$ cat config.mk
export PLATFORM = sky130hd
export DESIGN_NAME = gcd
export DESIGN_NICKNAME = d
export VERILOG_FILES = /design/src/rtl/gcd_pkg.sv /design/src/rtl/gcd_chk.sv /design/src/rtl/gcd_datapath.sv /design/src/rtl/gcd.sv
export SDC_FILE = /design/constraint.sdc
export NUM_CORES = 1
export LEC_CHECK = 0
export CAP_MARGIN = 20
export CORE_MARGIN = 3
export CORE_UTILIZATION = 26
export CTS_CLUSTER_DIAMETER = 50
export CTS_CLUSTER_SIZE = 30
export DETAILED_ROUTE_END_ITERATION = 12
export GPL_TIMING_DRIVEN = 0
export MAX_ROUTING_LAYER = met4
export PLACE_DENSITY = 0.5
export SLEW_MARGIN = 20
export SYNTH_ARGS = -nofsm -noshare
export SYNTH_HDL_FRONTEND = slang
export SYNTH_SLANG_ARGS = --single-unit
$ cat constraint.sdc
create_clock -name clk -period 5.42 [get_ports clk]
set_input_delay 0.542 -clock clk [delete_from_list [all_inputs] [get_ports clk]]
set_output_delay 0.542 -clock clk [all_outputs]
set_load 0.005 [all_outputs]
$ cat src/rtl/gcd_pkg.sv
// Shared types and constants for the iterative GCD engine.
// Optional checker build: define GCD_ASSERT_EN.
package gcd_pkg;

  localparam int GCD_W = 16;

  // Operand field positions inside the packed in_data word
  localparam int A_MSB = 2 * GCD_W - 1;
  localparam int A_LSB = GCD_W;
  localparam int B_MSB = GCD_W - 1;
  localparam int B_LSB = 0;

  typedef enum logic [1:0] {
    IDLE = 2'd0,
    BUSY = 2'd1,
    DONE = 2'd2
  } gcd_state_t;

  function automatic logic [GCD_W-1:0] field_a(input logic [2*GCD_W-1:0] d);
    return d[A_MSB:A_LSB];
  endfunction

  function automatic logic [GCD_W-1:0] field_b(input logic [2*GCD_W-1:0] d);
    return d[B_MSB:B_LSB];
  endfunction

endpackage

$ cat src/rtl/gcd_chk.sv
// Simulation-only checkers for the GCD engine; compiled only with GCD_ASSERT_EN.
// Shadow copies of the operands live here so the default build carries none.
`ifdef GCD_ASSERT_EN
module gcd_dp_chk
  import gcd_pkg::*;
(
  input logic             clk,
  input logic             reset,
  input logic             load_i,
  input logic             step_i,
  input logic [GCD_W-1:0] a_i,
  input logic [GCD_W-1:0] b_i,
  input logic [GCD_W-1:0] x_i,
  input logic [GCD_W-1:0] y_i,
  input logic [GCD_W-1:0] result_i
);

  logic [GCD_W-1:0] a_sh_q, b_sh_q, x_prev_q, y_prev_q;
  logic             stepped_q, done_q;

  // Shadow operands and previous-cycle x/y history.
  always_ff @(posedge clk) begin
    if (reset) begin
      a_sh_q    <= {GCD_W{1'b0}};
      b_sh_q    <= {GCD_W{1'b0}};
      x_prev_q  <= {GCD_W{1'b0}};
      y_prev_q  <= {GCD_W{1'b0}};
      stepped_q <= 1'b0;
      done_q    <= 1'b0;
    end else begin
      if (load_i) begin
        a_sh_q <= a_i;
        b_sh_q <= b_i;
      end
      x_prev_q  <= x_i;
      y_prev_q  <= y_i;
      stepped_q <= step_i;
      done_q    <= step_i && ((x_i == {GCD_W{1'b0}}) || (y_i == {GCD_W{1'b0}}));
    end
  end

  // x and y may not both grow, and the finished result must divide both operands.
  always @(posedge clk) begin
    if (!reset) begin
      if (stepped_q) begin
        assert (!((x_i > x_prev_q) && (y_i > y_prev_q)))
          else $error("gcd: x and y both increased in a step");
      end
      if (done_q) begin
        assert ((result_i == {GCD_W{1'b0}}) ?
                ((a_sh_q == {GCD_W{1'b0}}) && (b_sh_q == {GCD_W{1'b0}})) :
                (((a_sh_q % result_i) == {GCD_W{1'b0}}) && ((b_sh_q % result_i) == {GCD_W{1'b0}})))
          else $error("gcd: result %0d does not divide %0d and %0d", result_i, a_sh_q, b_sh_q);
      end
    end
  end

endmodule

module gcd_fsm_chk (
  input logic clk,
  input logic reset,
  input logic idle_i,
  input logic accept_i
);

  // Operands may only be taken while idle.
  always @(posedge clk) begin
    if (!reset) begin
      assert (!accept_i || idle_i)
        else $error("gcd: operand accept outside IDLE");
    end
  end

endmodule
`endif

$ cat src/rtl/gcd_datapath.sv
// x/y/result registers with compare, subtract and zero-detect for the GCD engine.
// Optional checker build: define GCD_ASSERT_EN.
module gcd_datapath
  import gcd_pkg::*;
(
  input  logic             clk,
  input  logic             reset,
  input  logic             load_i,
  input  logic             step_i,
  input  logic [GCD_W-1:0] a_i,
  input  logic [GCD_W-1:0] b_i,
  output logic             x_zero_o,
  output logic             y_zero_o,
  output logic [GCD_W-1:0] result_o
);

  logic [GCD_W-1:0] x_q, x_d;
  logic [GCD_W-1:0] y_q, y_d;
  logic [GCD_W-1:0] result_q, result_d;
  logic             x_zero_s, y_zero_s, x_gt_y_s;

  assign x_zero_s = (x_q == {GCD_W{1'b0}});
  assign y_zero_s = (y_q == {GCD_W{1'b0}});
  assign x_gt_y_s = (x_q > y_q);

  // Next-state: load operands, or take one subtraction / finish step.
  always_comb begin
    x_d      = x_q;
    y_d      = y_q;
    result_d = result_q;
    if (load_i) begin
      x_d = a_i;
      y_d = b_i;
    end else if (step_i) begin
      if (y_zero_s) begin
        result_d = x_q;
      end else if (x_zero_s) begin
        result_d = y_q;
      end else if (x_gt_y_s) begin
        x_d = x_q - y_q;
      end else begin
        y_d = y_q - x_q;
      end
    end else begin
      x_d = x_q;
    end
  end

  // Datapath registers.
  always_ff @(posedge clk) begin
    if (reset) begin
      x_q      <= {GCD_W{1'b0}};
      y_q      <= {GCD_W{1'b0}};
      result_q <= {GCD_W{1'b0}};
    end else begin
      x_q      <= x_d;
      y_q      <= y_d;
      result_q <= result_d;
    end
  end

  assign x_zero_o = x_zero_s;
  assign y_zero_o = y_zero_s;
  assign result_o = result_q;

`ifdef GCD_ASSERT_EN
  gcd_dp_chk u_dp_chk (
    .clk      (clk),
    .reset    (reset),
    .load_i   (load_i),
    .step_i   (step_i),
    .a_i      (a_i),
    .b_i      (b_i),
    .x_i      (x_q),
    .y_i      (y_q),
    .result_i (result_q)
  );
`endif

endmodule

$ cat src/rtl/gcd.sv
// Iterative subtractive GCD engine: ready/valid operand input, level-valid result output.
// Optional checker build: define GCD_ASSERT_EN.
module gcd
  import gcd_pkg::*;
(
  input  logic               clk,
  input  logic               reset,
  input  logic               in_valid,
  input  logic [2*GCD_W-1:0] in_data,
  output logic               in_ready,
  output logic               out_valid,
  output logic [GCD_W-1:0]   out_data
);

  gcd_state_t       state_q;
  logic             in_ready_q, out_valid_q;
  logic             load_s, step_s;
  logic             x_zero_s, y_zero_s;
  logic [GCD_W-1:0] result_s;

  // Datapath controls decoded from the current state.
  always_comb begin
    load_s = 1'b0;
    step_s = 1'b0;
    case (state_q)
      IDLE:    load_s = in_valid;
      BUSY:    step_s = 1'b1;
      DONE:    load_s = 1'b0;
      default: load_s = 1'b0;
    endcase
  end

  // Control FSM; handshake outputs are registered alongside the state.
  always_ff @(posedge clk) begin
    if (reset) begin
      state_q     <= IDLE;
      in_ready_q  <= 1'b1;
      out_valid_q <= 1'b0;
    end else begin
      case (state_q)
        IDLE: begin
          if (in_valid) begin
            state_q    <= BUSY;
            in_ready_q <= 1'b0;
          end
        end
        BUSY: begin
          if (x_zero_s || y_zero_s) begin
            state_q     <= DONE;
            out_valid_q <= 1'b1;
          end
        end
        DONE: begin
          // A producer still holding in_valid must release it before the next job
          if (!in_valid) begin
            state_q     <= IDLE;
            in_ready_q  <= 1'b1;
            out_valid_q <= 1'b0;
          end
        end
        default: begin
          state_q     <= IDLE;
          in_ready_q  <= 1'b1;
          out_valid_q <= 1'b0;
        end
      endcase
    end
  end

  gcd_datapath u_datapath (
    .clk      (clk),
    .reset    (reset),
    .load_i   (load_s),
    .step_i   (step_s),
    .a_i      (field_a(in_data)),
    .b_i      (field_b(in_data)),
    .x_zero_o (x_zero_s),
    .y_zero_o (y_zero_s),
    .result_o (result_s)
  );

  assign in_ready  = in_ready_q;
  assign out_valid = out_valid_q;
  assign out_data  = result_s;

`ifdef GCD_ASSERT_EN
  gcd_fsm_chk u_fsm_chk (
    .clk      (clk),
    .reset    (reset),
    .idle_i   (state_q == IDLE),
    .accept_i (load_s)
  );
`endif

endmodule

# Yosys cells after proc, flatten, opt, wreduce, memory -nomap -nowiden
# Cells that the tools add are included.
# W data, S select, Z words.
# classes
bitwise_logic	3
mux	24
n_reduce_logical	13
n_addsub	2
n_eq_ne	8
magnitude_cmp	1
# op_table
cell	count
$mux W16	12
$logic_not A16 Y1	2
$sub A16 B16 Y16	2
$gt A16 B16 Y1	1
$ne A2 B2 Y1 const B	6
$reduce_and A3 Y1	4
$reduce_and A4 Y1	2
$mux W1	6
$mux W2	3
$pmux W1 S3	2
$pmux W2 S3	1
$reduce_bool A2 Y1	3
$not A1 Y1	3
$eq A2 B1 Y1 const B	1
$eq A2 B2 Y1 const B	1
$logic_not A2 Y1	1
$logic_or A1 B1 Y1	1
# totals
output_inout_bits	18
word_cells	57
reg_bits	52
input_bits	35

# Depth between registers and ports, before layout
# depth
depth_word	6
depth_mapped	13
depth_no_buf	11

# Modules after synthesis
# A second synthesis with hierarchy kept.
# unflattened
cells_unflattened	515
area_unflattened_um2	4115.2
# by_module_without_submodules
mod	cells_per_inst	area_each_um2	seq_area_each_um2	instances
gcd_datapath	495	3946.3	960.9	1
gcd	20	168.9	80.1	1

# Worst setup path before layout
# No wires, ideal clock.
# synth_path
kind	reg-to-reg
startpoint	reg u_datapath.x_q[0]
endpoint	reg u_datapath.x_q[8]
arrival_ps	2618
period_less_slack_ps	2709
path_stages_with_launch	13
path_slack_ps	2711
setup_ps	91
n_path_buf	2
path_cell_list	dfxtp_1 > inv_1 > ha_1 > fa_1 > nand2b_1 > a211oi_1 > o31ai_1 > a21oi_1 > nor2b_1 > buf_2 > buf_4 > nand2_1 > a311oi_1
# synth_via
elab_chain_len	6
elab_cells_between_ends	11
classes_between	add/sub: 1; order compare: 1; eq/ne: 1; mux: 5; reduce/logical: 3
# synth_lines
element	line	source
start: declaration	gcd_datapath.sv:17	logic [GCD_W-1:0] x_q, x_d;
start signal: assignment	gcd_datapath.sv:52	x_q <= {GCD_W{1'b0}};
$sub A16 B16 Y16	gcd_datapath.sv:40	x_d = x_q - y_q;
$mux W16	gcd_datapath.sv:39	end else if (x_gt_y_s) begin
$mux W16	gcd_datapath.sv:37	end else if (x_zero_s) begin
$mux W16	gcd_datapath.sv:35	if (y_zero_s) begin
$mux W16	gcd_datapath.sv:34	end else if (step_i) begin
$mux W16	gcd_datapath.sv:31	if (load_i) begin
# Several ways; a longest one is shown, not always the timed one. The select of a mux whose other input is x is not followed.
# A chain may end at the register's enable or synchronous reset.

# Final worst setup path
# Same ends and word-level chain as after synthesis.

==> flow_summary.json <==
{
  "drt_iter0_drc": 274,
  "yosysSeqAreaShare_pct": 27.56,
  "worst_pin_slew_ns": 0.8307,
  "critPathMaxStageDelay_ns": 0.43,
  "io_buffer_count": 51,
  "clkTransAtPathRegs_ns": 0.08,
  "power_frac_comb_pct": 56.4,
  "critical_path_class": "reg -> reg",
  "worstPathCellList": "inv_1 -> ha_1 -> fa_1 -> nand2b_1 -> a211oi_1 -> o31ai_1 -> a21oi_1 -> nor2b_1 -> buf_2 -> buf_4 -> nand2_1 -> a311oi_1",
  "numCtsBuffers": 5,
  "period_minus_slack_ns": 3.382,
  "clkLatencyLatePin_ns": 0.31,
  "multi_input_area_um2": 2451,
  "cp_slowest_cell": "dfxtp_1",
  "yosys-top-cells-count": "nor2_1 (60), a21oi_1 (52), dfxtp_1 (52), nand2_1 (48), inv_1 (35)",
  "dp_hpwl_um": 10850,
  "ios": 53,
  "dieArea_um2": 16010,
  "status": "complete, no violations",
  "grt_max_degree": 18,
  "syn_inst": 503,
  "async_reset_ff_share_pct": 0,
  "drtPass1Iterations": 4,
  "wl_um": 14360,
  "critPathMaxFanout": 10,
  "wl_per_cell_um": 19.35,
  "synth_top_area_share_pct": 27.56,
  "grt_pass1_wl_um": 22090,
  "peakVddDrop_mv": 0.1503,
  "num_rows": 43,
  "worstPathArrival_ns": 3.59,
  "die_y_um": 126.5,
  "viasPerCell": 5.221,
  "antenna_left": 0,
  "start_util_pct": 26.90,
  "critPathRequiredTime_ns": 5.63,
  "core_area_um2": 14040,
  "fin_crit_sh_pct": 62.40,
  "track_usage_pct": 18.17,
  "post_synth_instance_area_um2": 3777,
  "clock_sinks": 52,
  "synthFlopType": "dfxtp_1",
  "synth_most_common_cell": "nor2_1",
  "p_seq_share_pct": 25.3,
  "crit_path_start_kind": "flop",
  "synth_edf_count": 0,
  "cts_tree": "built",
  "cts_resized": 0,
  "regArea_um2": 1041,
  "cts-root-buf": "clkbuf_16",
  "area_growth_syn_to_layout_pct": 24.01,
  "hp-class": "reg -> reg",
  "grt_pass1_vias": 3828,
  "setup_tns_ns": 0,
  "yosys_warnings": 0,
  "fmax_ghz": 0.2957,
  "crit_path_end_kind": "flop",
  "cp_top_family": "compound AO/OA/AOI/OAI gates",
  "internal_power_mw": 1.147,
  "finalMaxSlewViolations": 0,
  "ys_seq_elements": 52,
  "h-tree-depth": 2,
  "finalSetupViolCount": 0,
  "switching_share_pct": 45.98,
  "drc": 0,
  "overflow": 0,
  "p_per_area_nw_per_um2": 453.3,
  "antenna_found_initial": 0,
  "yosysTopAreaCell": "dfxtp_1",
  "syn_nets": 571,
  "power_mw": 2.124,
  "post_cts_buffers": 0,
  "drive_above_1_share_pct": 4.626,
  "yosysUniqueCellTypes": 55,
  "p_leak_nw": 1.793,
  "cts_buffer_depth": 2,
  "skew_ns": 0.006678,
  "gp_congestion": 0.9187,
  "pwr-share-clk_pct": 18.3,
  "syn_avg_cell_area_um2": 7.510,
  "power_switching_uw": 976.5,
  "nNetsFinal": 629,
  "n_fill_cell": 1490,
  "n_antenna_cell": 0,
  "synth_area_leaders": "dfxtp_1 (28%), ha_1 (10%), a21oi_1 (6.9%), nor2_1 (6.0%), a211oi_1 (5.4%)",
  "die_width_um": 126.5,
  "cts_hold_buf": 0,
  "vias": 3874,
  "hold_viol": 0,
  "relSlewSlack_pct": 44.42,
  "maxCapViolCount": 0,
  "crit_buf_inv": 3,
  "rsz0062_at_grt": "no"
}
==> power groups by stage <==
stage	Combinational, mW	Sequential (mW)	Clock, mW
global route	1.33	0.543	0.409
global placement	1.19	0.543	0
CTS	1.19	0.534	0.398
floorplan	0.861	0.506	0
detailed placement	1.18	0.543	0
finish	1.20	0.537	0.390
==> registers in the layout, indices dropped and copies added (netlist names) <==
register	count
in_ready	1
out_valid	1
state_q	2
u_datapath.result_o	16
u_datapath.x_q	16
u_datapath.y_q	16
==> area by class of cell <==
cell class                 count  area share, %
sequential                    52          22.22
tap                          180          4.808
buffer                        35          3.285
clock buffer                   5          2.671
clock inverter                 3         0.9882
multi-input combinational    381          52.32
timing repair buffer          51          10.90
inverter                      35          2.804
==> kinds of logic (layout without fill, tap and decap cells) <==
logic type	Yosys count	in the layout	synth area share, %
fa+ha+maj	33	33	11.33
mux	4	4	1.060
compound gates	150	150	26.10
xor+xnor	20	20	4.637
flops	52	52	27.56
buf+inv	70	129	7.552
simple gates	174	174	21.76
==> metrics by stage <==
step | std cells | hold slack, ns | util (%) | setup WS (ns) | instance area [um^2]
2_1_floorplan | 503 | 0.4910 | - | 2.711 | 3777
3_3_place_gp | 734 | 0.4907 | 32.14 | 2.050 | 4513
3_5_place_dp | 734 | 0.4955 | 32.14 | 2.043 | 4513
4_1_cts | 742 | 0.5061 | 33.36 | 2.012 | 4684
5_1_grt | 742 | 0.5216 | 33.36 | 1.714 | 4684
6_report | 742 | 0.4996 | 33.36 | 2.038 | 4684
==> metal layers <==
metal / part of all wire, % / GRT usage [%] / wire length (um) / vias to the layer above
li1: - / - / - / 1896
met5: 0 / - / 0 / -
met2: 47 / 29.11 / 6767 / 96
met4: 0.77 / 3.344 / 110 / 0
met1: 47 / 24.85 / 6761 / 1870
met3: 5.0 / 2.316 / 717 / 12
==> tightest hold or removal path, delay by kind of cell (launching register included) <==
family,cells,cell delay (ns)
flops,1,0.31
simple gates,1,0.10
compound gates,1,0.05
==> worst paths after layout <==
path                          startpoint                     end  slack, ns  cells past startpoint
hold reg to reg   u_datapath.result_o[9]  u_datapath.result_o[9]       0.50                      2
setup / recovery       u_datapath.x_q[0]       u_datapath.x_q[8]       2.04                     12
hold / removal    u_datapath.result_o[9]  u_datapath.result_o[9]       0.50                      2
setup reg to reg       u_datapath.x_q[0]       u_datapath.x_q[8]       2.04                     12
==> placed cells by master, fill, tap and decap left out, drive strengths merged, types with 3 or more instances in the layout <==
cell / netlist / routed
a211oi: 27 / 27
or3: 3 / 3
nor3: 16 / 16
nor4: 9 / 9
a221oi: 3 / 3
o21ai: 16 / 16
mux2i: 4 / 4
a31oi: 3 / 3
and2: 4 / 4
xnor2: 13 / 13
a21o: 12 / 12
nand2: 48 / 48
nor2b: 6 / 6
o211ai: 3 / 3
nor2: 61 / 61
xor2: 7 / 7
inv: 35 / 36
or2: 3 / 3
o21a: 5 / 5
clkdlybuf4s50: 0 / 51
dfxtp: 52 / 52
ha: 31 / 31
buf: 11 / 11
a21oi: 52 / 52
nand4: 6 / 6
clkbuf: 24 / 29
nand2b: 6 / 6
a311oi: 13 / 13
nand3: 5 / 5
Note: power is estimated with default switching activity, not from simulation.
